## src/rtl/vga_frame_ctrl.sv

```systemverilog
// Wishbone config/status block for the VGA core: colour, sprites, collisions, IRQ.
// Define VGA_FRAME_CTRL_SHADOW_EN to double-buffer BG/SPR until vertical blank.
module vga_frame_ctrl #(
   parameter int          NUM_SPRITES = 2,
   parameter int          COORD_W     = 10,
   parameter int          COLOR_W     = 12,
   parameter int          COLL_W      = 12,
   parameter logic [31:0] BASE_ADDR   = 32'h3000_0000
) (
   input  logic                           clk,
   input  logic                           rst_n,
   input  logic                           wbs_cyc_i,
   input  logic                           wbs_stb_i,
   input  logic                           wbs_we_i,
   input  logic [3:0]                     wbs_sel_i,
   input  logic [31:0]                    wbs_adr_i,
   input  logic [31:0]                    wbs_dat_i,
   output logic                           wbs_ack_o,
   output logic [31:0]                    wbs_dat_o,
   input  logic                           vblank_start_i,
   input  logic [COLL_W-1:0]              collision_i,
   output logic                           cfg_enable_o,
   output logic [COLOR_W-1:0]             cfg_bg_color_o,
   output logic [NUM_SPRITES*COORD_W-1:0] cfg_spr_x_o,
   output logic [NUM_SPRITES*COORD_W-1:0] cfg_spr_y_o,
   output logic                           irq_o
);

   typedef logic [NUM_SPRITES-1:0][COORD_W-1:0] spr_t;

   logic                   ack_q;
   logic [31:0]            dat_q;
   logic                   enable;
   logic                   irq_en;
   logic                   pending;
   logic [COLL_W-1:0]      sticky;
   logic [15:0]            frame_cnt;
   logic [COLOR_W-1:0]     act_bg;
   spr_t                   act_x;
   spr_t                   act_y;
   logic [COLOR_W-1:0]     rd_bg;
   spr_t                   rd_x;
   spr_t                   rd_y;

   logic                   hit;
   logic                   req;
   logic                   wr;
   logic                   aligned;
   logic [5:0]             widx;
   logic                   wr_ctrl;
   logic                   wr_bg;
   logic                   wr_stat;
   logic [NUM_SPRITES-1:0] wr_sx;
   logic [NUM_SPRITES-1:0] wr_sy;
   logic [31:0]            wmask;
   logic [31:0]            wdat;
   logic [COLL_W-1:0]      clr;
   logic [COLL_W-1:0]      set;
   logic [31:0]            rdata;

   assign hit     = wbs_cyc_i & wbs_stb_i &
                    (wbs_adr_i[31:8] == BASE_ADDR[31:8]);
   assign req     = hit & ~ack_q;
   assign wr      = req & wbs_we_i;
   assign aligned = (wbs_adr_i[1:0] == 2'b00);
   assign widx    = wbs_adr_i[7:2];
   assign wr_ctrl = wr & aligned & (widx == 6'd0);
   assign wr_bg   = wr & aligned & (widx == 6'd1);
   assign wr_stat = wr & aligned & (widx == 6'd2);

   assign wmask = {{8{wbs_sel_i[3]}}, {8{wbs_sel_i[2]}},
                   {8{wbs_sel_i[1]}}, {8{wbs_sel_i[0]}}};
   assign wdat  = wbs_dat_i & wmask;

   function automatic logic [31:0] upd(input logic [31:0] old);
      return (old & ~wmask) | wdat;
   endfunction

   always_comb begin
      wr_sx = '0;
      wr_sy = '0;
      for (int i = 0; i < NUM_SPRITES; i++) begin
         wr_sx[i] = wr & aligned & (widx == 6'(4 + 2 * i));
         wr_sy[i] = wr & aligned & (widx == 6'(5 + 2 * i));
      end
   end

   // set-on-vblank wins over a same-cycle W1C
   assign clr = wr_stat ? wdat[COLL_W-1:0] : '0;
   assign set = vblank_start_i ? collision_i : '0;

`ifdef VGA_FRAME_CTRL_SHADOW_EN
   logic [COLOR_W-1:0] sh_bg;
   spr_t               sh_x;
   spr_t               sh_y;

   always_ff @(posedge clk or negedge rst_n) begin
      if (!rst_n) begin
         pending <= 1'b0;
         sh_bg   <= '0;
         sh_x    <= '0;
         sh_y    <= '0;
         act_bg  <= '0;
         act_x   <= '0;
         act_y   <= '0;
      end else begin
         // a commit request racing the pulse survives to the next one
         if (wr_ctrl & wbs_sel_i[0] & wbs_dat_i[1])
            pending <= 1'b1;
         else if (vblank_start_i)
            pending <= 1'b0;
         if (wr_bg)
            sh_bg <= COLOR_W'(upd(32'(sh_bg)));
         for (int i = 0; i < NUM_SPRITES; i++) begin
            if (wr_sx[i])
               sh_x[i] <= COORD_W'(upd(32'(sh_x[i])));
            if (wr_sy[i])
               sh_y[i] <= COORD_W'(upd(32'(sh_y[i])));
         end
         if (vblank_start_i & pending) begin
            act_bg <= sh_bg;
            act_x  <= sh_x;
            act_y  <= sh_y;
         end
      end
   end

   assign rd_bg = sh_bg;
   assign rd_x  = sh_x;
   assign rd_y  = sh_y;
`else
   assign pending = 1'b0;

   always_ff @(posedge clk or negedge rst_n) begin
      if (!rst_n) begin
         act_bg <= '0;
         act_x  <= '0;
         act_y  <= '0;
      end else begin
         if (wr_bg)
            act_bg <= COLOR_W'(upd(32'(act_bg)));
         for (int i = 0; i < NUM_SPRITES; i++) begin
            if (wr_sx[i])
               act_x[i] <= COORD_W'(upd(32'(act_x[i])));
            if (wr_sy[i])
               act_y[i] <= COORD_W'(upd(32'(act_y[i])));
         end
      end
   end

   assign rd_bg = act_bg;
   assign rd_x  = act_x;
   assign rd_y  = act_y;
`endif

   always_comb begin
      rdata = '0;
      if (aligned) begin
         case (widx)
            6'd0: rdata[2:0] = {irq_en, pending, enable};
            6'd1: rdata[COLOR_W-1:0] = rd_bg;
            6'd2: begin
               rdata[COLL_W-1:0] = sticky;
               rdata[31:16]      = frame_cnt;
            end
            default: begin
               for (int i = 0; i < NUM_SPRITES; i++) begin
                  if (widx == 6'(4 + 2 * i))
                     rdata[COORD_W-1:0] = rd_x[i];
                  if (widx == 6'(5 + 2 * i))
                     rdata[COORD_W-1:0] = rd_y[i];
               end
            end
         endcase
      end
   end

   always_ff @(posedge clk or negedge rst_n) begin
      if (!rst_n) begin
         ack_q     <= 1'b0;
         dat_q     <= '0;
         enable    <= 1'b0;
         irq_en    <= 1'b0;
         sticky    <= '0;
         frame_cnt <= '0;
      end else begin
         ack_q <= req;
         dat_q <= (req & ~wbs_we_i) ? rdata : 32'h0;
         if (wr_ctrl & wbs_sel_i[0]) begin
            enable <= wbs_dat_i[0];
            irq_en <= wbs_dat_i[2];
         end
         sticky    <= (sticky & ~clr) | set;
         frame_cnt <= frame_cnt + 16'(vblank_start_i);
      end
   end

   assign wbs_ack_o      = ack_q;
   assign wbs_dat_o      = dat_q;
   assign cfg_enable_o   = enable;
   assign cfg_bg_color_o = act_bg;
   assign cfg_spr_x_o    = act_x;
   assign cfg_spr_y_o    = act_y;
   assign irq_o          = irq_en & (|sticky);

endmodule

```

## config.mk

```make
export PLATFORM = sky130hd
export DESIGN_NAME = vga_frame_ctrl
export DESIGN_NICKNAME = d
export VERILOG_FILES = /design/src/rtl/vga_frame_ctrl.sv
export SDC_FILE = /design/constraint.sdc
export NUM_CORES = 1
export LEC_CHECK = 0
export ABC_AREA = 1
export CORE_UTILIZATION = 44
export DETAILED_ROUTE_END_ITERATION = 16
export GPL_ROUTABILITY_DRIVEN = 0
export PLACE_DENSITY = 0.79
export SLEW_MARGIN = 20
export SYNTH_ARGS = -nofsm -noshare
export SYNTH_HDL_FRONTEND = slang
export SYNTH_SLANG_ARGS = --single-unit
```

## constraint.sdc

```tcl
create_clock -name clk -period 4.2 [get_ports clk]
set_input_delay 0.63 -clock clk [delete_from_list [all_inputs] [get_ports clk]]
set_output_delay 0.63 -clock clk [all_outputs]
set_load 0.05 [all_outputs]
```

==> out/qor.yml, run 1 <==
final_layout:
  area_delta_synth_final_pct: 34.14
  finalNetCount: 904
  layout_commonest_cell: "nand2_1"
  drive_gt1_share_pct: 5.488
  design_area_um2: 7271
  num_antenna_cells: 0
  mostFrequentLayoutCells: "243 x nand2_1, 145 x clkdlybuf4s50_1, 111 x dfrtp_1, 77 x nand3_1, 60 x inv_1"
global_route:
  use_met1_pct: 30.17
  grtUsageMet3_pct: 4.071
  grt_usage_pct: 22.94
  grtUsageMet2_pct: 37.20
  overflow: 0
  grt_pass1_vias: 4721
  busiest_layer: "met2"
  grt_antenna_before_repair: 0
  grt_max_degree: 65
  grt_pass1_wl_mm: 23.02
sta:
  period_minus_slack_ns: 2.753
  grt_setup_unrepaired: "false"
  finalHoldViolations: 0
  worstMarginPinSlew_ns: 0.8387
  slew_headroom_pct: 44.03
  finalSetupViolCount: 0
  fin_crit_sh_pct: 65.54
  finClkSkew_ns: 0.005804
  drv_slew: 0
  clock.fmax_mhz: 363.3
  fin_setup_tns_ns: 0
worst_setup_path:
  cp-start-kind: "flip-flop"
  crit_path_max_fanout: 3
  r2r_setup_slack_ns: 2.18
  crit_path_cell_trace: "nor4_1 > a31oi_1 > clkdlybuf4s50_1"
  cp_num_cells: 3
  crit_type: "flip-flop to primary output"
  slowest_delay_ns: 0.73
  required_ns: 3.57
  cp_num_buf_inv: 1
  slowest_stage: "clkdlybuf4s50_1"
  r2r-end: "wbs_dat_o[2]"
  ff2ff_path_depth: 8
  crit_family: "buffers and inverters"
  cp-end-kind: "primary output"
  rr_startpoint: "wbs_ack_o"
  crit_arrival_ns: 2.12
clocking:
  h-tree-depth: 3
  cts_tree: "yes"
  cts.repair.resized: 0
  clock_latency_ns: 0.34
  clkTransAtPathRegs_ns: 0.07
  cts_made_buffers: 9
  cts.path.max_buffers: 2
  ctsHoldBuffers: 0
  cts_root_buf: "clkbuf_16"
  cts_sinks: 111
  post_cts_buffers: 0
power_and_ir_drop:
  p_leak_nw: 3.544
  power.density_nw_per_um2: 311.8
  peakVddDrop_uv: 170.1
  p_total_w: 0.002267
synth:
  yosys.area.top_type: "dfrtp_1"
  synth_top_area_share_pct: 51.25
  synth_warnings: 0
  postSynthCellCount: 677
  synth_cell_type_count: 32
  synth_area_per_cell_um2: 8.006
  synthTopCellsByArea: "dfrtp_1 51%, nand2_1 17%, nand3_1 7.1%"
  synth-seq-cells: 111
  synth_sequential_area_ratio_pct: 51.25
  syn_area_um2: 5420
floorplanning:
  io_pins: 173
  core_um2: 12010
  rows: 40
  start_util_pct: 45.12
  die_h_um: 113.0
  fp.dieW_um: 113.0
  dieArea_um2: 12770
routing:
  drtIter0Drc: 309
  drt_pre_antenna_iters: 5
  detail-route-antenna-nets: 0
  vias_per_cell: 5.179
  post_drt_wl_per_cell_um: 14.59
  drc: 0
  vias: 5008
  drt-total-wl_mm: 14.11
flow_run:
  cap_violations: 0
min_path:
  hp-class: "primary input to asynchronous set/reset pin"
placement:
  port_buffers: 146
  dp_hpwl_mm: 10.36
  dpl_cell_area_um2: 6959
status:
  status: "finished, final reports clean"
[where the power goes]
group / internal [W] / leakage (nW) / total (W) / switching (W)
Clock: 0.000518 / 0.151 / 0.000888 / 0.000370
Combinational: 0.0000959 / 1.95 / 0.000234 / 0.000138
Sequential: 0.00111 / 1.44 / 0.00114 / 0.0000345
Total: 0.00172 / 3.54 / 0.00227 / 0.000543
[layout make-up]
| cell class | count | area, µm² |
|---|---|---|
| Fill cell | 1071 | 4741 |
| Clock buffer | 9 | 225.2 |
| Timing Repair Buffer | 153 | 1511 |
| Inverter | 64 | 240.2 |
| Tap cell | 147 | 183.9 |
| Sequential cell | 111 | 2778 |
| Multi-Input combinational cell | 477 | 2246 |
| Clock inverter | 6 | 86.33 |
[metal layers]
metal | up-vias | wire length, µm
li1 | 2421 | -
met1 | 2348 | 6115
met2 | 203 | 6590
met3 | 36 | 923
met4 | 0 | 476
met5 | - | 0
[cells in the mapped netlist, drive strengths merged]
master	number
nor2	50
clkinv	1
a31oi	1
conb	1
o21ai	20
nor3	22
or2	4
buf	22
a21oi	11
dfrtp	111
nand3b	2
inv	63
nand3	79
ha	2
nand2	244
xor2	13
clkbuf	6
nor4	3
nand4	22
[kinds of logic (layout without fill, tap and decap cells)]
group	Yosys count	after routing	synth area share [%]
compound gates	32	32	2.978
xor+xnor	13	13	2.101
fa+ha+maj	2	2	0.4616
buf+inv	92	232	7.525
flops	111	111	51.25
other cells	1	4	0.06919
simple gates	426	426	35.62
[how the worst max path moves through the flow]
stage / to / start / slack, ns
after detailed placement: frame_cnt[10] / vblank_start_i / 1.15
after global routing: frame_cnt[10] / vblank_start_i / 1.27
after global placement: frame_cnt[12] / vblank_start_i / 1.21
after CTS: irq_o / sticky[9] / 1.45
after floorplan: frame_cnt[12] / vblank_start_i / 2.28
final: irq_o / sticky[10] / 1.45
[through the flow]
| stage | cells | hold slack (ns) | setup slack, ns | util [%] |
|---|---|---|---|---|
| 2_1_floorplan | 680 | 0.3344 | 2.282 | - |
| 3_3_place_gp | 952 | 0.4551 | 1.213 | 57.94 |
| 3_5_place_dp | 952 | 0.4606 | 1.147 | 57.94 |
| 4_1_cts | 967 | 0.4098 | 1.451 | 60.53 |
| 5_1_grt | 967 | 0.4482 | 1.271 | 60.53 |
| 6_report | 967 | 0.3771 | 1.447 | 60.53 |
No activity file was read; power rests on OpenSTA's default activity.
==> inputs of run 2 (changes only) <==
Clock period 4.2 ns to 2.8 ns, I/O delays scaled along.
==> run 2 against run 1 <==
Compared with the run above: via count grew 1.2%; worst setup slack worse by 1.1 ns; sequential power increased by 51%; total power up 54%; count of clock-buffer cells in the layout rose by 1; clock skew grew 0.0024 ns; critical endpoint unchanged.
==> out/qor.yml, run 2 (synthesis gave the netlist of run 1 again) <==
sta:
  finClkSkew_ns: 0.008168
  grt_setup_unrepaired: "false"
  slew_headroom_pct: 51.18
  fin_crit_sh_pct: 89.26
  finalSetupViolCount: 0
  clock.fmax_mhz: 400.1
  fin_setup_tns_ns: 0
  finalHoldViolations: 0
  worstMarginPinSlew_ns: 0.7323
  layout_setup_ws_ns: 0.3007
  drv_slew: 0
  period_minus_slack_ns: 2.499
clocking:
  clkTransAtPathRegs_ns: 0.07
  h-tree-depth: 3
  clock_latency_ns: 0.35
  post_cts_buffers: 0
  cts.path.max_buffers: 2
  ctsHoldBuffers: 0
  cts_tree: "yes"
  cts.repair.resized: 0
  cts_root_buf: "clkbuf_16"
  cts_made_buffers: 9
  cts_sinks: 111
routing:
  drtIter0Drc: 279
  drt_pre_antenna_iters: 9
  vias: 5069
  post_drt_wl_per_cell_um: 14.77
  drt-total-wl_mm: 14.44
  drc: 0
  detail-route-antenna-nets: 0
  vias_per_cell: 5.183
floorplanning:
  start_util_pct: 45.12
  rows: 40
  die_h_um: 113.0
  io_pins: 173
  core_um2: 12010
  fp.dieW_um: 113.0
  dieArea_um2: 12770
placement:
  port_buffers: 146
  dp_hpwl_mm: 10.55
  dp_slack_ns: 0.4729
  dp.cells: 962
global_route:
  grt_pass1_vias: 4781
  overflow: 0
  grt_max_degree: 57
  grt_usage_pct: 23.37
  grt_antenna_before_repair: 0
  grt_pass1_wl_mm: 23.21
power_and_ir_drop:
  peakVddDrop_uv: 255.6
  power.density_nw_per_um2: 471.4
  p_leak_nw: 3.609
final_layout:
  drive_gt1_share_pct: 6.739
  layout_commonest_cell: "nand2_1"
  finalNetCount: 914
  layout.cells.non_filler: 978
  num_antenna_cells: 0
  area_delta_synth_final_pct: 36.33
  mostFrequentLayoutCells: "243 x nand2_1, 145 x clkdlybuf4s50_1, 111 x dfrtp_1, 77 x nand3_1, 60 x inv_1"
worst_setup_path:
  crit_arrival_ns: 2.08
  crit_type: "flip-flop to primary output"
  ff2ff_path_depth: 8
  r2r_setup_slack_ns: 1.02
  cp-endpoint: "irq_o"
  rr_startpoint: "wbs_ack_o"
  startpoint: "sticky[10]"
  crit_path_cell_trace: "nor4_1 > a31oi_1 > clkdlybuf4s50_1"
  crit_path_max_fanout: 3
  cp-start-kind: "flip-flop"
  cp-end-kind: "primary output"
  required_ns: 2.38
  slowest_delay_ns: 0.73
  slowest_stage: "clkdlybuf4s50_1"
min_path:
  hp-class: "primary input to asynchronous set/reset pin"
status:
  status: "finished, final reports clean"
flow_run:
  cap_violations: 0
## run 2: metal layers
layer	vias up	part of all wire (%)	track usage [%]
met4	0	2.3	10.09
met1	2386	43	30.86
met5	-	0	0
met2	210	48	38.48
li1	2449	-	-
met3	24	6.4	3.642
## run 2: through the flow
| stage | util, % | hold WS (ns) | area [µm²] | total power, W |
|---|---|---|---|---|
| 4_1_cts | 61.52 | 0.1573 | 7390 | 0.003501 |
| 5_1_grt | 61.52 | 0.1855 | 7390 | 0.003608 |
| 3_5_place_dp | 58.77 | 0.4601 | 7059 | 0.002117 |
| 2_1_floorplan | - | 0.1244 | 5431 | 0.001917 |
| 3_3_place_gp | 58.77 | 0.4554 | 7059 | 0.002099 |
| 6_report | 61.52 | 0.1284 | 7390 | 0.003483 |
## run 2: report_power, final
| group | switching (W) | leakage [nW] | internal (W) |
|---|---|---|---|
| clock network | 0.000582 | 0.163 | 0.000815 |
| registers | 0.0000564 | 1.44 | 0.00166 |
| logic | 0.000214 | 2.01 | 0.000152 |
## run 2: critical path: cells and delay by family (launching register included)
family	cells	cell delay (ns)
compound gates	1	0.18
buf+inv	1	0.73
flops	1	0.40
simple gates	1	0.42
## run 2: how the worst min path moves through the flow
stage	slack, ns	to
global placement	0.46	frame_cnt[15]
finish	0.13	wbs_dat_o[28]
detailed placement	0.46	frame_cnt[15]
CTS	0.16	wbs_dat_o[30]
global route	0.19	wbs_dat_o[28]
floorplan	0.12	asynchronous set/reset pin
## run 2: cell type report
type | instances | area [µm²]
fillers | 1036 | 4622
flip-flops and latches | 111 | 2778
multi-input cells | 477 | 2246
repair buffers | 163 | 1612
inverters | 64 | 240.2
clock buffers | 10 | 239.0
well taps | 147 | 183.9
clock inverters | 6 | 91.34
